--- src/rtl/crc_ahb_sequencer.sv ---
// crc_ahb_sequencer
// AHB-Lite master that runs one complete CRC job on crc_ip per command:
// programs INIT, POL and CR, streams cmd_len words into DR, then reads DR
// back and offers the result on a valid/ready port. Exactly one transfer
// is outstanding at a time; an HRESP error aborts the job into DONE.
module crc_ahb_sequencer #(
    parameter logic [31:0] BASE_ADDR     = 32'h0000_0000,
    parameter logic [31:0] OFF_DR        = 32'h0000_0000,
    parameter logic [31:0] OFF_CR        = 32'h0000_0008,
    parameter logic [31:0] OFF_INIT      = 32'h0000_0010,
    parameter logic [31:0] OFF_POL       = 32'h0000_0014,
    parameter logic [31:0] CR_RESET_MASK = 32'h0000_0001
) (
    input  logic        HCLK,
    input  logic        HRESETn,
    input  logic        cmd_valid,
    output logic        cmd_ready,
    input  logic [31:0] cmd_init,
    input  logic [31:0] cmd_pol,
    input  logic [31:0] cmd_cr,
    input  logic [15:0] cmd_len,
    input  logic        data_valid,
    output logic        data_ready,
    input  logic [31:0] data_in,
    output logic        res_valid,
    input  logic        res_ready,
    output logic [31:0] res_data,
    output logic        res_error,
    output logic        HSELx,
    output logic [31:0] HADDR,
    output logic [1:0]  HTRANS,
    output logic        HWRITE,
    output logic [2:0]  HSIZE,
    output logic [31:0] HWDATA,
    output logic        HREADY,
    input  logic [31:0] HRDATA,
    input  logic        HREADYOUT,
    input  logic        HRESP
);

    localparam logic [1:0] HTRANS_IDLE   = 2'b00;
    localparam logic [1:0] HTRANS_NONSEQ = 2'b10;
    localparam logic [2:0] HSIZE_WORD    = 3'b010;

    typedef enum logic [3:0] {
        ST_IDLE   = 4'd0,
        ST_INIT_A = 4'd1,
        ST_INIT_D = 4'd2,
        ST_POL_A  = 4'd3,
        ST_POL_D  = 4'd4,
        ST_CR_A   = 4'd5,
        ST_CR_D   = 4'd6,
        ST_DWAIT  = 4'd7,
        ST_DR_A   = 4'd8,
        ST_DR_D   = 4'd9,
        ST_RD_A   = 4'd10,
        ST_RD_D   = 4'd11,
        ST_DONE   = 4'd12
    } state_t;

    state_t      state_q, state_d;

    // Command fields latched on the cmd handshake and the current data word
    logic [31:0] init_q;
    logic [31:0] pol_q;
    logic [31:0] cr_q;
    logic [31:0] data_q;
    logic [15:0] rem_q;

    // Registered bus outputs and their next-state values
    logic        hsel_q,   hsel_d;
    logic [31:0] haddr_q,  haddr_d;
    logic [1:0]  htrans_q, htrans_d;
    logic        hwrite_q, hwrite_d;
    logic [31:0] hwdata_q, hwdata_d;

    // Registered handshake / result outputs
    logic        cmd_ready_q;
    logic        res_valid_q;
    logic        res_error_q;
    logic [31:0] res_data_q;

    logic        cmd_hs_s;
    logic        data_hs_s;
    logic        data_phase_s;
    logic        abort_s;
    logic        rd_done_s;

    assign cmd_hs_s     = cmd_valid && cmd_ready_q;
    assign data_hs_s    = data_valid && (state_q == ST_DWAIT);
    assign data_phase_s = (state_q == ST_INIT_D) || (state_q == ST_POL_D) ||
                          (state_q == ST_CR_D)   || (state_q == ST_DR_D)  ||
                          (state_q == ST_RD_D);
    // An error response wins over HREADYOUT: the job stops on the spot
    assign abort_s      = data_phase_s && HRESP;
    assign rd_done_s    = (state_q == ST_RD_D) && !HRESP && HREADYOUT;

    // Next-state selection; data phases hold while the slave inserts wait states
    always_comb begin
        state_d = state_q;
        case (state_q)
            ST_IDLE:   state_d = cmd_hs_s ? ST_INIT_A : ST_IDLE;
            ST_INIT_A: state_d = ST_INIT_D;
            ST_INIT_D: state_d = abort_s ? ST_DONE : (HREADYOUT ? ST_POL_A : ST_INIT_D);
            ST_POL_A:  state_d = ST_POL_D;
            ST_POL_D:  state_d = abort_s ? ST_DONE : (HREADYOUT ? ST_CR_A : ST_POL_D);
            ST_CR_A:   state_d = ST_CR_D;
            ST_CR_D:   state_d = abort_s ? ST_DONE :
                                 (HREADYOUT ? ((rem_q != 16'd0) ? ST_DWAIT : ST_RD_A) : ST_CR_D);
            ST_DWAIT:  state_d = data_hs_s ? ST_DR_A : ST_DWAIT;
            ST_DR_A:   state_d = ST_DR_D;
            ST_DR_D:   state_d = abort_s ? ST_DONE :
                                 (HREADYOUT ? ((rem_q != 16'd0) ? ST_DWAIT : ST_RD_A) : ST_DR_D);
            ST_RD_A:   state_d = ST_RD_D;
            ST_RD_D:   state_d = abort_s ? ST_DONE : (HREADYOUT ? ST_DONE : ST_RD_D);
            ST_DONE:   state_d = res_ready ? ST_IDLE : ST_DONE;
            default:   state_d = ST_IDLE;
        endcase
    end

    // Bus values for the state being entered, so the bus pins come straight from flops
    always_comb begin
        hsel_d   = 1'b0;
        htrans_d = HTRANS_IDLE;
        haddr_d  = haddr_q;
        hwrite_d = hwrite_q;
        hwdata_d = hwdata_q;
        case (state_d)
            ST_INIT_A: begin
                hsel_d   = 1'b1;
                htrans_d = HTRANS_NONSEQ;
                haddr_d  = BASE_ADDR + OFF_INIT;
                hwrite_d = 1'b1;
            end
            ST_POL_A: begin
                hsel_d   = 1'b1;
                htrans_d = HTRANS_NONSEQ;
                haddr_d  = BASE_ADDR + OFF_POL;
                hwrite_d = 1'b1;
            end
            ST_CR_A: begin
                hsel_d   = 1'b1;
                htrans_d = HTRANS_NONSEQ;
                haddr_d  = BASE_ADDR + OFF_CR;
                hwrite_d = 1'b1;
            end
            ST_DR_A: begin
                hsel_d   = 1'b1;
                htrans_d = HTRANS_NONSEQ;
                haddr_d  = BASE_ADDR + OFF_DR;
                hwrite_d = 1'b1;
            end
            ST_RD_A: begin
                hsel_d   = 1'b1;
                htrans_d = HTRANS_NONSEQ;
                haddr_d  = BASE_ADDR + OFF_DR;
                hwrite_d = 1'b0;
            end
            ST_INIT_D: hwdata_d = init_q;
            ST_POL_D:  hwdata_d = pol_q;
            ST_CR_D:   hwdata_d = cr_q | CR_RESET_MASK;
            ST_DR_D:   hwdata_d = data_q;
            default:   hwdata_d = hwdata_q;
        endcase
    end

    // FSM state, latched command, word counter and all registered outputs
    always_ff @(posedge HCLK or negedge HRESETn) begin
        if (!HRESETn) begin
            state_q     <= ST_IDLE;
            init_q      <= 32'h0000_0000;
            pol_q       <= 32'h0000_0000;
            cr_q        <= 32'h0000_0000;
            data_q      <= 32'h0000_0000;
            rem_q       <= 16'h0000;
            hsel_q      <= 1'b0;
            haddr_q     <= 32'h0000_0000;
            htrans_q    <= HTRANS_IDLE;
            hwrite_q    <= 1'b0;
            hwdata_q    <= 32'h0000_0000;
            cmd_ready_q <= 1'b1;
            res_valid_q <= 1'b0;
            res_error_q <= 1'b0;
            res_data_q  <= 32'h0000_0000;
        end else begin
            state_q     <= state_d;
            hsel_q      <= hsel_d;
            haddr_q     <= haddr_d;
            htrans_q    <= htrans_d;
            hwrite_q    <= hwrite_d;
            hwdata_q    <= hwdata_d;
            cmd_ready_q <= (state_d == ST_IDLE);
            res_valid_q <= (state_d == ST_DONE);
            if (cmd_hs_s) begin
                init_q <= cmd_init;
                pol_q  <= cmd_pol;
                cr_q   <= cmd_cr;
                rem_q  <= cmd_len;
            end else if (data_hs_s) begin
                data_q <= data_in;
                rem_q  <= rem_q - 16'd1;
            end
            if (abort_s) begin
                res_data_q  <= 32'h0000_0000;
                res_error_q <= 1'b1;
            end else if (rd_done_s) begin
                res_data_q  <= HRDATA;
                res_error_q <= 1'b0;
            end
        end
    end

    assign cmd_ready  = cmd_ready_q;
    assign data_ready = (state_q == ST_DWAIT);
    assign res_valid  = res_valid_q;
    assign res_data   = res_data_q;
    assign res_error  = res_error_q;
    assign HSELx      = hsel_q;
    assign HADDR      = haddr_q;
    assign HTRANS     = htrans_q;
    assign HWRITE     = hwrite_q;
    assign HSIZE      = HSIZE_WORD;
    assign HWDATA     = hwdata_q;
    assign HREADY     = HREADYOUT;

endmodule

--- config.mk ---
export PLATFORM = sky130hd
export DESIGN_NAME = crc_ahb_sequencer
export DESIGN_NICKNAME = d
export VERILOG_FILES = /design/src/rtl/crc_ahb_sequencer.sv
export SDC_FILE = /design/constraint.sdc
export NUM_CORES = 1
export LEC_CHECK = 0
export BUFFER_PORTS_ARGS = -buffer_cell sky130_fd_sc_hd__clkbuf_2
export CAP_MARGIN = 10
export CORE_MARGIN = 1.5
export CORE_UTILIZATION = 58
export CTS_BUF_LIST = sky130_fd_sc_hd__clkbuf_8
export CTS_CLUSTER_DIAMETER = 40
export DETAILED_ROUTE_END_ITERATION = 8
export PLACE_DENSITY_LB_ADDON = 0.12
export RECOVER_POWER = 100
export SLEW_MARGIN = 10
export SYNTH_ARGS = -nofsm -noshare
export SYNTH_HDL_FRONTEND = slang
export SYNTH_SLANG_ARGS = --single-unit
--- constraint.sdc ---
create_clock -name HCLK -period 5.7 [get_ports HCLK]
set_clock_uncertainty 0.05 [all_clocks]
set_input_delay 1.425 -clock HCLK [delete_from_list [all_inputs] [get_ports HCLK]]
set_output_delay 1.425 -clock HCLK [all_outputs]
set_load 0.01 [all_outputs]
==> reports/metrics.yaml <==
logic_synthesis:
  synth_edf_count: 0
  synth_area_per_cell_um2: 13.0
  ys.flop_type: "dfrtp_1"
  synthCells: 762
  syn_area_um2: 9900
  ys_ff_latch: 219
  yosys_warnings: 0
  ys_seq_area_share_pct: 55.4
  async_flop_share_pct: 100
  synth_cell_types: 58
routing:
  via_count: 6957
  postRouteAntennaNets: 0
  initialDrtViolationCount: 423
  dr.pass1.iters: 5
  wirelength_mm: 22.8
  viasPerCell: 5.50
  drcViolationCount: 0
  wl_per_cell_um: 18.1
clocking:
  cts_resized: 0
  cts.sinks: 219
  path_clk_slew_ps: 60
  cts-hold-fix-buffers: 0
  post-cts-setup-buffers: 0
  htree_levels: 2
  cts_tree: "yes"
  worstSkewPairLatency_ps: 520
  cts_buffer_depth: 3
  root_buffer: "clkbuf_8"
  cts_buffers: 38
final_layout:
  layout.nets: 1202
  utilization_pct: 71.1
  layout-drive-gt1-share_pct: 38.9
  syn_to_final_growth_pct: 19.4
  diodes: 0
  stdcell_count: 1264
critical_path:
  critical_path.max_stage_delay_ps: 1340
  cp_max_fo: 43
  rr_worst_depth: 7
  crit_path_start: "cmd_valid"
  crit_path_end: "HWDATA[17]"
  crit_type: "primary input to flop"
  crit_path_end_kind: "flop"
  worstSetupStartpointType: "primary input"
  crit_chain: "clkbuf_2 -> nand2_1 -> o21bai_1 -> a21oi_1 -> o211a_1 -> inv_1 -> nor4b_4 -> buf_4 -> mux2i_1 -> a221oi_1"
  r2r_start: "cmd_ready"
  r2r_setup_slack_ps: 1850
  timing.rr.end: "HWDATA[27]"
  cp.required_ps: 6070
  slowest_stage: "nand2_1"
  arrival_ps: 4810
sta:
  holdWs_ps: 434
  slew_headroom_pct: -92.5
  worst_slack_ps: 1260
  rsz0062_at_grt: "no"
  fmax_mhz: 225
  worst_pin_slew_ps: 2890
  setup_tns_ps: 0
  period_needed_ps: 4440
  hold_viol: 0
  slew_violations: 192
  setup_viol: 0
  fin_crit_sh_pct: 77.9
pwr:
  ir_drop_v: 0.000350
  p_per_area_nw_per_um2: 558
  intPower_uw: 4280
  power.switching_uw: 2320
  leakage_uw: 0.00552
  p_sw_share_pct: 35.2
  p_clk_share_pct: 22.4
  p_seq_share_pct: 40.6
  pwr-share-comb_pct: 36.9
run_status:
  status: "complete, but fails checks"
  violations: "capacitance limit, slew limit"
floorplanning:
  die_area_um2: 17900
  num_io_pins: 291
  fp.dieH_um: 134
  rows: 47
  initial_core_util_pct: 59.5
  core_area_um2: 16600
  die_w_um: 134
grt:
  grt_pass1_vias: 7057
  antenna_found_initial: 1
  grt_usage_pct: 25.7
  grt_pass1_wl_mm: 36.0
  grt_max_degree: 116
  overflow: 0
hold_path:
  hold_class: "flop to flop"
place:
  place.gp.congestion: 0.898
  io_buffers: 256
  hpwlAfterDp_mm: 15.0
  post-place-ws_ps: 1430
  dp_cells: 1198
run:
  drv_cap: 3
==> worst min path at each step <==
| stage | depth (start not counted) | endpoint | slack (ps) | start |
|---|---|---|---|---|
| 2_1_floorplan | 2 | HWDATA[0] | 410 | data_q[0] |
| 3_3_place_gp | 1 | HADDR[3] | 420 | HADDR[3] |
| 3_5_place_dp | 1 | res_data[14] | 430 | res_data[14] |
| 4_1_cts | 1 | HADDR[3] | 450 | HADDR[3] |
| 5_1_grt | 1 | res_data[9] | 460 | res_data[9] |
| 6_report | 1 | HADDR[3] | 430 | HADDR[3] |
==> per-layer routing <==
layer | GRT usage, % | part of all wire, % | up-vias
met5 | 0 | 0.057 | -
met4 | 10.4 | 2.7 | 2
met3 | 7.65 | 7.6 | 46
met2 | 41.4 | 48 | 245
met1 | 32.7 | 42 | 3448
li1 | - | - | 3216
==> cells in the mapped netlist (2+ instances only) <==
| cell | number | share of area [%] |
|---|---|---|
| a21oi_1 | 25 | 1.3 |
| a221oi_1 | 5 | 0.44 |
| a221oi_2 | 19 | 2.9 |
| a22o_1 | 33 | 2.9 |
| a22oi_1 | 8 | 0.61 |
| a31oi_1 | 2 | 0.13 |
| a32oi_1 | 2 | 0.18 |
| and3_1 | 2 | 0.13 |
| buf_1 | 5 | 0.19 |
| buf_2 | 9 | 0.45 |
| buf_4 | 36 | 2.7 |
| buf_6 | 3 | 0.34 |
| clkbuf_1 | 27 | 1.0 |
| conb_1 | 2 | 0.076 |
| dfrtp_1 | 218 | 55 |
| inv_1 | 6 | 0.23 |
| mux2_2 | 135 | 15 |
| mux2i_1 | 56 | 5.7 |
| nand2_1 | 16 | 0.61 |
| nand2b_1 | 5 | 0.32 |
| nand3_1 | 2 | 0.10 |
| nand4_1 | 3 | 0.19 |
| nor2_1 | 56 | 2.1 |
| nor2b_1 | 3 | 0.19 |
| nor3_1 | 12 | 0.61 |
| nor4_1 | 3 | 0.19 |
| nor4_2 | 3 | 0.38 |
| o211ai_1 | 2 | 0.15 |
| o21ai_0 | 19 | 0.96 |
| or4_1 | 3 | 0.23 |
| xnor2_1 | 13 | 1.2 |
| xor2_1 | 3 | 0.27 |
==> worst max-delay path, delay by kind of cell <==
family | cells | cell delay [ps]
compound gates | 4 | 860
mux | 1 | 150
simple gates | 2 | 1660
buf+inv | 3 | 710
==> cells in the final DEF (no fill, tap or decap), drive strengths merged, types with 5 or more instances in the layout <==
master,netlist,final
o21ai,20,20
clkbuf,28,306
mux2i,56,56
inv,8,17
buf,53,9
mux2,135,135
nor3,12,12
a221oi,24,24
a22o,33,33
a22oi,8,8
nor2,56,56
conb,2,33
xnor2,13,13
nand2,16,16
dfrtp,218,218
clkinv,0,5
nor4,7,7
nand2b,5,5
a21oi,25,25
==> cells by family after synthesis <==
kind of cell    share of synthesized area, %
flops                                   55.4
mux                                     21.0
compound gates                          10.6
simple gates                            6.19
buf+inv                                 5.12
xor+xnor                                1.42
fa+ha+maj                              0.240
other cells                           0.0759
==> registers in the layout (all words and copies together), names as in the netlist, 3 cells and up <==
signal,count
cr_q,31
init_q,32
rem_q,16
state_q,4
pol_q,32
HADDR,3
res_data,32
HWDATA,32
data_q,32
==> layout make-up <==
type	instances	area, µm²
flip-flops and latches	219	5480
fillers	1272	4820
multi-input cells	485	3970
repair buffers	266	1270
clock buffers	49	674
well taps	220	275
clock inverters	17	126
inverters	8	32.5
==> metrics by stage <==
stage	total power, µW	area (µm²)
final	6600	11800
after global routing	7020	11800
after CTS	6790	12000
after detailed placement	5290	11200
after global placement	5180	11200
after floorplan	4550	10000
==> power groups by stage <==
stage	Sequential, µW	Clock, µW	Combinational, µW
after detailed placement	2700	0	2590
after global routing	2770	1590	2660
after global placement	2670	0	2510
after CTS	2680	1520	2590
after floorplan	2630	0	1920
final	2680	1480	2440
Note: power is estimated with default switching activity, not from simulation.
